$ cat src/rtl/wb_stream_writer.sv
// wb_stream_writer
//   Reads a memory buffer over a Wishbone B3 burst master and replays it as a
//   valid/ready word stream. A small Wishbone slave holds the configuration.
//
//   Registers (byte offsets on wbs_adr_i):
//     0  CSR        bit0 busy (write 1 starts), bit1 irq (write 1 clears),
//                   bit2 bus error (write 1 clears)
//     4  START_ADDR byte address of the buffer
//     8  BUF_SIZE   buffer length in bytes
//     12 BURST_SIZE words per burst (0 -> 1, above MAX_BURST_LEN -> MAX_BURST_LEN)
//
//   Ports
//     clk, rst            clock, asynchronous active-low reset
//     wbm_*               Wishbone burst read master (classic incrementing)
//     stream_m_*          stream output, data = output FIFO head
//     irq_o               mirrors CSR bit1
//     wbs_*               Wishbone configuration slave
//
//   Optional feature: define WB_STREAM_WRITER_ERR_EN to make wbm_err_i abort
//   the transfer (CSR bit2 + irq, FIFO flushed). Without it wbm_err_i is ignored.
//   WB_AW must not exceed WB_DW (START_ADDR is written from wbs_dat_i).
module wb_stream_writer #(
    parameter int WB_AW         = 32,
    parameter int WB_DW         = 32,
    parameter int FIFO_AW       = 5,
    parameter int MAX_BURST_LEN = 32
) (
    input  logic                 clk,
    input  logic                 rst,
    output logic [WB_AW-1:0]     wbm_adr_o,
    output logic [WB_DW-1:0]     wbm_dat_o,
    output logic [WB_DW/8-1:0]   wbm_sel_o,
    output logic                 wbm_we_o,
    output logic                 wbm_cyc_o,
    output logic                 wbm_stb_o,
    output logic [2:0]           wbm_cti_o,
    output logic [1:0]           wbm_bte_o,
    input  logic [WB_DW-1:0]     wbm_dat_i,
    input  logic                 wbm_ack_i,
    input  logic                 wbm_err_i,
    output logic [WB_DW-1:0]     stream_m_data_o,
    output logic                 stream_m_valid_o,
    input  logic                 stream_m_ready_i,
    output logic                 irq_o,
    input  logic [4:0]           wbs_adr_i,
    input  logic [WB_DW-1:0]     wbs_dat_i,
    input  logic [WB_DW/8-1:0]   wbs_sel_i,
    input  logic                 wbs_we_i,
    input  logic                 wbs_cyc_i,
    input  logic                 wbs_stb_i,
    input  logic [2:0]           wbs_cti_i,
    input  logic [1:0]           wbs_bte_i,
    output logic [WB_DW-1:0]     wbs_dat_o,
    output logic                 wbs_ack_o,
    output logic                 wbs_err_o
);
    localparam int WSB    = WB_DW / 8;
    localparam int WSB_LG = $clog2(WSB);
    localparam int DEPTH  = 2 ** FIFO_AW;
    localparam int CW     = WB_DW;

    typedef enum logic [1:0] {IDLE, WAIT, BURST} state_t;

    state_t             state, state_nxt;
    logic               busy, irq, err_flag;
    logic [WB_AW-1:0]   start_addr, adr;
    logic [CW-1:0]      buf_size, burst_size;
    logic [CW-1:0]      fetch_rem, beats, out_rem;
    logic [CW-1:0]      buf_words, burst_cap, len, free;
    logic [CW-1:0]      rd_data;

    logic [WB_DW-1:0]   mem [DEPTH];
    logic [FIFO_AW-1:0] wr_ptr, rd_ptr;
    logic [FIFO_AW:0]   count;

    logic cfg_acc, cfg_wr, start_req, start_run;
    logic push, pop, burst_go, abort, err_hit, in_burst;
    logic unused_in;

`ifdef WB_STREAM_WRITER_ERR_EN
    assign err_hit   = wbm_err_i;
    assign unused_in = &{1'b0, wbs_sel_i, wbs_cti_i, wbs_bte_i};
`else
    assign err_hit   = 1'b0;
    assign unused_in = &{1'b0, wbs_sel_i, wbs_cti_i, wbs_bte_i, wbm_err_i};
`endif

    // ---------------- configuration slave ----------------
    // The access is taken on the first cycle of cyc&stb; the registered ack
    // masks the second cycle so a held strobe is not taken twice.
    assign cfg_acc   = wbs_cyc_i & wbs_stb_i & ~wbs_ack_o;
    assign cfg_wr    = cfg_acc & wbs_we_i;
    assign buf_words = buf_size >> WSB_LG;
    assign start_req = cfg_wr && (wbs_adr_i == 5'd0) && wbs_dat_i[0] && !busy;
    assign start_run = start_req && (buf_words != '0);
    assign wbs_err_o = 1'b0;
    assign irq_o     = irq;

    always_comb begin
        rd_data = '0;
        case (wbs_adr_i)
            5'd0:    rd_data[2:0] = {err_flag, irq, busy};
            5'd4:    rd_data = CW'(start_addr);
            5'd8:    rd_data = buf_size;
            5'd12:   rd_data = burst_size;
            default: rd_data = '0;
        endcase
    end

    always_ff @(posedge clk or negedge rst) begin
        if (!rst) begin
            wbs_ack_o  <= 1'b0;
            wbs_dat_o  <= '0;
            start_addr <= '0;
            buf_size   <= '0;
            burst_size <= '0;
            busy       <= 1'b0;
            irq        <= 1'b0;
            err_flag   <= 1'b0;
        end else begin
            wbs_ack_o <= cfg_acc;
            if (cfg_acc) wbs_dat_o <= rd_data;
            if (cfg_wr && !busy) begin
                case (wbs_adr_i)
                    5'd4:    start_addr <= wbs_dat_i[WB_AW-1:0];
                    5'd8:    buf_size   <= wbs_dat_i;
                    5'd12:   burst_size <= wbs_dat_i;
                    default: ;
                endcase
            end
            if (cfg_wr && (wbs_adr_i == 5'd0)) begin
                if (wbs_dat_i[1]) irq      <= 1'b0;
                if (wbs_dat_i[2]) err_flag <= 1'b0;
            end
            // An empty buffer completes on the spot.
            if (start_req) begin
                if (start_run) busy <= 1'b1;
                else           irq  <= 1'b1;
            end
            // Completion is tied to the stream side, not the fetch side.
            if (pop && (out_rem == CW'(1))) begin
                busy <= 1'b0;
                irq  <= 1'b1;
            end
            if (abort) begin
                busy     <= 1'b0;
                irq      <= 1'b1;
                err_flag <= 1'b1;
            end
        end
    end

    // ---------------- fetch FSM ----------------
    assign burst_cap = (burst_size == '0) ? CW'(1) :
                       (burst_size > CW'(MAX_BURST_LEN)) ? CW'(MAX_BURST_LEN) : burst_size;
    assign len       = (burst_cap < fetch_rem) ? burst_cap : fetch_rem;
    assign free      = CW'(DEPTH) - CW'(count);

    always_ff @(posedge clk or negedge rst) begin
        if (!rst) state <= IDLE;
        else      state <= state_nxt;
    end

    always_comb begin
        state_nxt = state;
        in_burst  = 1'b0;
        push      = 1'b0;
        burst_go  = 1'b0;
        abort     = 1'b0;
        case (state)
            IDLE: if (start_run) state_nxt = WAIT;
            // Space for the whole burst is reserved up front, so acks are
            // never throttled once the cycle is on the bus.
            WAIT: if (free >= len) begin
                burst_go  = 1'b1;
                state_nxt = BURST;
            end
            BURST: begin
                in_burst = 1'b1;
                if (err_hit) begin
                    abort     = 1'b1;
                    state_nxt = IDLE;
                end else if (wbm_ack_i) begin
                    push = 1'b1;
                    if (beats == CW'(1))
                        state_nxt = (fetch_rem == '0) ? IDLE : WAIT;
                end
            end
            default: state_nxt = IDLE;
        endcase
    end

    always_ff @(posedge clk or negedge rst) begin
        if (!rst) begin
            adr       <= '0;
            fetch_rem <= '0;
            beats     <= '0;
            out_rem   <= '0;
        end else begin
            if (start_run) begin
                adr       <= start_addr;
                fetch_rem <= buf_words;
                out_rem   <= buf_words;
            end else if (pop) begin
                out_rem <= out_rem - CW'(1);
            end
            if (burst_go) begin
                beats     <= len;
                fetch_rem <= fetch_rem - len;
            end
            if (push) begin
                beats <= beats - CW'(1);
                adr   <= adr + WB_AW'(WSB);    // wraps modulo 2**WB_AW
            end
        end
    end

    assign wbm_cyc_o = in_burst;
    assign wbm_stb_o = in_burst;
    assign wbm_cti_o = !in_burst ? 3'b000 : (beats == CW'(1)) ? 3'b111 : 3'b010;
    assign wbm_adr_o = adr;
    assign wbm_dat_o = '0;
    assign wbm_sel_o = '1;
    assign wbm_we_o  = 1'b0;
    assign wbm_bte_o = 2'b00;

    // ---------------- output FIFO ----------------
    // valid comes from the occupancy register only, never from ready.
    assign stream_m_valid_o = (count != '0);
    assign stream_m_data_o  = mem[rd_ptr];
    assign pop              = stream_m_valid_o & stream_m_ready_i;

    always_ff @(posedge clk) begin
        if (push) mem[wr_ptr] <= wbm_dat_i;
    end

    always_ff @(posedge clk or negedge rst) begin
        if (!rst) begin
            wr_ptr <= '0;
            rd_ptr <= '0;
            count  <= '0;
        end else if (abort) begin
            wr_ptr <= '0;
            rd_ptr <= '0;
            count  <= '0;
        end else begin
            if (push) wr_ptr <= wr_ptr + 1'b1;
            if (pop)  rd_ptr <= rd_ptr + 1'b1;
            count <= count + {{FIFO_AW{1'b0}}, push} - {{FIFO_AW{1'b0}}, pop};
        end
    end
endmodule

$ cat config.mk
export PLATFORM = sky130hd
export DESIGN_NAME = wb_stream_writer
export DESIGN_NICKNAME = d
export VERILOG_FILES = /design/src/rtl/wb_stream_writer.sv
export SDC_FILE = /design/constraint.sdc
export NUM_CORES = 2
export LEC_CHECK = 0
export ABC_CLOCK_PERIOD_IN_PS = 5900
export BUFFER_PORTS_ARGS = -buffer_cell sky130_fd_sc_hd__buf_2
export CORE_MARGIN = 2
export CORE_UTILIZATION = 56
export CTS_CLUSTER_DIAMETER = 40
export CTS_CLUSTER_SIZE = 24
export DETAILED_ROUTE_END_ITERATION = 7
export PLACE_DENSITY = 0.84
export RECOVER_POWER = 25
export SYNTH_ARGS = -nofsm -noshare
export SYNTH_HDL_FRONTEND = slang
export SYNTH_SLANG_ARGS = --single-unit
$ cat constraint.sdc
create_clock -name clk -period 5.9 [get_ports clk]
set_input_delay 0.59 -clock clk [delete_from_list [all_inputs] [get_ports clk]]
set_output_delay 0.59 -clock clk [all_outputs]
set_load 0.005 [all_outputs]
; ---- Yosys cells after proc, flatten, opt, wreduce, memory -nomap -nowiden
; Memories as Yosys holds them, arrays and structs flattened.
; Cells that the tools add are included.
[classes]
addsub = 9
n_lt_le_gt_ge = 3
eq_ne = 11
mux = 36
bitwise = 5
n_reduce_logical = 24
[ops]
columns = operator, n
row1 = $mux 32, 11
row2 = $pmux 29 s3, 1
row3 = $eq 32x1->1 const B, 2
row4 = $logic_not 32->1, 2
row5 = $sub 32x1->32 const B, 2
row6 = $add 32x3->32 const B, 1
row7 = $ge 32x32->1, 1
row8 = $gt 32x6->1 const B, 1
row9 = $lt 32x32->1, 1
row10 = $reduce_bool 32->1, 1
row11 = $sub 32x32->32, 1
row12 = $mux 1, 16
row13 = $pmux 3 s4, 1
row14 = $reduce_bool 2->1, 6
row15 = $add 5x1->5 const B, 2
row16 = $eq 5x4->1 const B, 2
row17 = $mux 2, 4
row18 = $ne 2x2->1 const B, 4
row19 = $reduce_and 2->1, 4
row20 = $sub 6x6->7 const A, 1
row21 = $add 6x1->6, 1
row22 = $logic_and 1x1->1, 6
row23 = $mux 3, 2
row24 = $pmux 2 s3, 1
row25 = other kinds (11), 14
[word_totals]
regBits = 277
ramBits = 1024
input_bits = 86
output_inout_bits = 144
word_cells = 104
mem_count = 1
[mem_list]
columns = memory, words, width, read_ports, rd_clocked_by_memory_dff, wr, line
row1 = mem, 32, 32, 1, 0, 1, 72  ; logic [WB_DW-1:0] mem [DEPTH];

; ---- Depth between registers and ports, before layout
[depth]
ltp_word = 10
mapped_depth = 29
ltp_nobuf = 25

; ---- Worst setup path before layout
; Ideal clock, no wire load.
[synth_timing]
kind = register to register
startpoint = reg burst_size[22]
endpoint = reg fetch_rem[29]
setup_ns = 0.128
arrival_time_ns = 6.265
t_required_ns = 5.772
path_slack_ns = -0.494
path_stages_with_launch = 28
synth_period_minus_slack_ns = 6.394
path_cell_list = dfrtp_1 > or4_1 > or3_1 > or2_2 > nor2_1 > nand2_1 > inv_1 > ha_1 > and4_1 > a221o_1 > a221o_1 > o31ai_1 > o211ai_1 > buf_2 > buf_2 > buf_1 > nand2_1 > ha_1 > nand4_1 > nor2_1 > nand3_1 > or4_1 > or2_2 > and3_4 > buf_6 > or4_1 > o211ai_1 > nor3_1
[synth_between]
elab_chain_len = 9
word_cells_on_any_way = 12
cone_classes = add/sub (1) / order compare (3) / mux (6) / reduce/logical (2)
[synth_rtl]
columns = element, line
row1 = from (decl), 67  ; logic [CW-1:0] buf_size, burst_size;
row2 = from (signal assigned), 127  ; 5'd12: burst_size <= wbs_dat_i;
row3 = $gt 32x6->1, 155  ; (burst_size > CW'(MAX_BURST_LEN)) ? CW'(MAX_BURST_LEN) : burst_size;
row4 = $mux 32, 155
row5 = $mux 32 *, 154  ; assign burst_cap = (burst_size == '0) ? CW'(1) :
row6 = $lt 32x32->1, 156  ; assign len = (burst_cap < fetch_rem) ? burst_cap : fetch_rem;
row7 = $mux 32 *, 156
row8 = $ge 32x32->1, 174  ; WAIT: if (free >= len) begin
row9 = $mux 1, 174
row10 = $mux 1, 170  ; case (state)
row11 = $mux 32 / $reduce_bool 2->1 (equally long branches), -
row12 = to (signal assigned), 202  ; fetch_rem <= buf_words;
row13 = to (signal assigned), 209  ; fetch_rem <= fetch_rem - len;
row14 = to (decl), 68  ; logic [CW-1:0] fetch_rem, beats, out_rem;
; Every way passes the cells marked *; elsewhere a longest branch is shown, timed or not.
; A chain may end at the register's enable or synchronous reset.

; ---- Final worst setup path
[layout_timing]
startpoint = reg burst_size[16]
endpoint = reg fetch_rem[25]
; Same word-level chain as after synthesis.

==> run metrics <==
ANT nets after route=0; total grt overflow=0; Final nets=3,984; run status=finished, violations left; crit-path leading delay family=simple AND/OR/NAND/NOR gates; fillers=6,090; DPL Wire Length=94,400 um; final instance area=66,200 um2; Hold Violations, Final=0; CTS buffer count=136; Hold Path Class=in2reg; Yosys top cell by area=edfxtp_1; All-Layer GR Usage=0.335; FP Rows=116; TritonCTS clock tree=done; Yosys top cell area share=0.548; pin count of the biggest net entering global routing=115; count leader, synth=edfxtp_1; critical path endpoint=fetch_rem[25]$_DFFE_PN0P_; Buf+Inv Stages, Crit Path=5; Synth async-reset ratio=0.213; Die Ht=321 um; DR vias/cell=6.77; Place WS=-0.356 ns; largest family of logic cells by synthesized area=multiplexers; share of cells above drive strength 1=0.339; # DRC=0; drt total wl=170,000 um; simple-gate portion of the synthesized area=0.0565; IO buf count=179; Die Wd=321 um; CP most frequent cell=nor2_4; Crit-path slowest cell=or4_4; post-synthesis xor/xnor area fraction=0.0109; TritonCTS Sinks=1,301; post-layout util=0.664; failing checks=capacitance limit, slew limit, setup timing; area of the core=99,700 um2; vias in the first global route=35,513; synthesized area per cell=16.8 um2; 1st-pass router iterations=8; reg2reg start=burst_size[16]$_DFFE_PN0P_; Hold Crit Depth=2; clock root buffer=clkbuf_16; FF-to-FF setup slack=-0.29 ns; placed standard-cell area=60,100 um2; die area=103,000 um2; Initial Utilization=0.563; Pwr Density=498 nW/um2; Syn. warnings=0; Data arrival, critical path=6.89 ns; clk buf depth=3; Slew Limit Headroom=-0.0710; total power=33.0 mW; DR WL/cell=32.6 um; P&R area growth vs syn=18.0%; crit share post-route=1.05; Synth Area in Adders=0.0257; Yosys reg bits=1,301; MaxCap Viol Count=3; final setup vio count=64; Critical Path RT=6.60 ns; Post-Syn Instances=3,332; initial antenna violation count=13; FF-to-FF End=fetch_rem[25]$_DFFE_PN0P_; critical path depth=28; synth top area cells=edfxtp_1 55%, mux4_2 13%, dfrtp_1 12%; worst-path fanout max=8; Final GP Congestion=0.920; Slew Viols, Final=98; H-tree depth=4; Critical Path Source=burst_size[16]$_DFFE_PN0P_; Initial DRC Count=5,050; post-route clock skew=0.0764 ns; Netlist cell types=78; EDFF count, synth=1,024; CP Capture Type=flop; post-synthesis mux area share=0.162; global-route wire length before repair=247,000 um; maximum clock frequency=162 MHz; Mapped Area=56,100 um2; Commonest cells post-synth=1,024 x edfxtp_1, 322 x mux4_2, 277 x dfrtp_1; vias post-DR=35,246; Clock Latency Late Sink=0.79 ns; RSZ-0062 raised after global routing=true; io pins=230; Most used DFF post-synth=edfxtp_1; Slew @ Worst Pin=1.61 ns; CP startpoint kind=flop; register area share after synthesis=0.671; Synth Area in Compound Gates=0.0528; R2R cell count=28; Leak=23.9 nW; post-route setup slack=-0.291 ns; clock slew at reported path FFs=0.07 ns; CP max stage delay=0.59 ns; Peak supply drop=0.483 mV; min cycle time layout=6.19 ns; kind of critical path=reg2reg; setup tns final=-12.72 ns
## area by class of cell
cell class                      count  area (um2)  area share
Antenna cell                       10        25.0    0.000378
Clock buffer                      147        3470      0.0525
Clock inverter                    105        1490      0.0226
Inverter                           66         248     0.00374
Multi-Input combinational cell   1835       18500       0.279
Sequential cell                  1301       37700       0.569
Tap cell                         1298        1620      0.0245
Timing Repair Buffer              444        3190      0.0482
## cells in the final DEF (no fill, tap or decap), drive strengths merged, types with 16 or more instances in the layout
master,instances
edfxtp,1024
buf,417
mux4,322
dfrtp,277
nand2,219
clkbuf,173
mux2,159
nor2,158
o21ai,118
ha,112
inv,101
a21oi,97
conb,66
xnor2,53
nor3,45
clkinv,43
a21o,42
nor4,41
nand3,34
a22oi,33
nand4,32
and3,29
a211oi,24
o211ai,18
xor2,17
and2,16
a211o,16
a31oi,16
## how the worst min path moves through the flow
stage | from | end
5_1_grt | wbs_dat_i[2] | burst_size[2]$_DFFE_PN0P_
2_1_floorplan | rst | beats[0]$_DFFE_PN0P_
3_3_place_gp | rd_ptr[4]$_DFFE_PN0P_ | rd_ptr[4]$_DFFE_PN0P_
4_1_cts | wbs_dat_i[2] | burst_size[2]$_DFFE_PN0P_
3_5_place_dp | wbm_adr_o[0]$_DFFE_PN0P_ | wbm_adr_o[0]$_DFFE_PN0P_
6_report | wbs_dat_i[2] | burst_size[2]$_DFFE_PN0P_
## registers in the layout, indices dropped and copies added (netlist names), 5 cells and up
register	cells
rd_ptr	5
wbs_dat_o	32
start_addr	32
beats	32
count	6
out_rem	32
mem	1024
wr_ptr	5
buf_size	32
wbm_adr_o	32
fetch_rem	32
burst_size	32
## stage by stage
stage,instances,hold slack (ns)
finish,5206,0.0737
global route,5205,0.0567
CTS,5180,0.0418
detailed placement,4899,0.460
global placement,4899,0.456
floorplan,3396,0.294
## report_power, final
part	switching, mW	total (mW)	internal (mW)
Combinational	6.22	12.2	5.97
Sequential	0.980	11.4	10.4
Clock	4.27	9.42	5.14
Total	11.5	33.0	21.5
## metal layers
layer	GRT usage	wire [um]	vias to the layer above
met5	0	38	-
met4	0.185	10500	6
met3	0.0707	16800	572
met2	0.551	85200	2618
met1	0.416	57300	17935
li1	-	-	14115
## repair_timing
action                     in CTS  in global routing
resized for setup             117                 58
hold endpoints to repair       68                  0
setup buffers                  21                 18
hold buffers                    1                  0
gates cloned                    7                  0
pin swaps                      73                 49
setup endpoints to repair      65                 66
## kinds of logic (layout without fill, tap and decap cells)
logic type                 count (synthesis)  count (layout)
DFF                                     1301            1301
and+or+nand+nor                          653             655
muxes                                    484             484
AOI/OAI and AO/OA                        446             446
buffers and inverters                    262             762
adders and majority gates                114             114
xor gates and xnor gates                  70              70
other                                      2              76
Power figures use the tool's default switching activity.
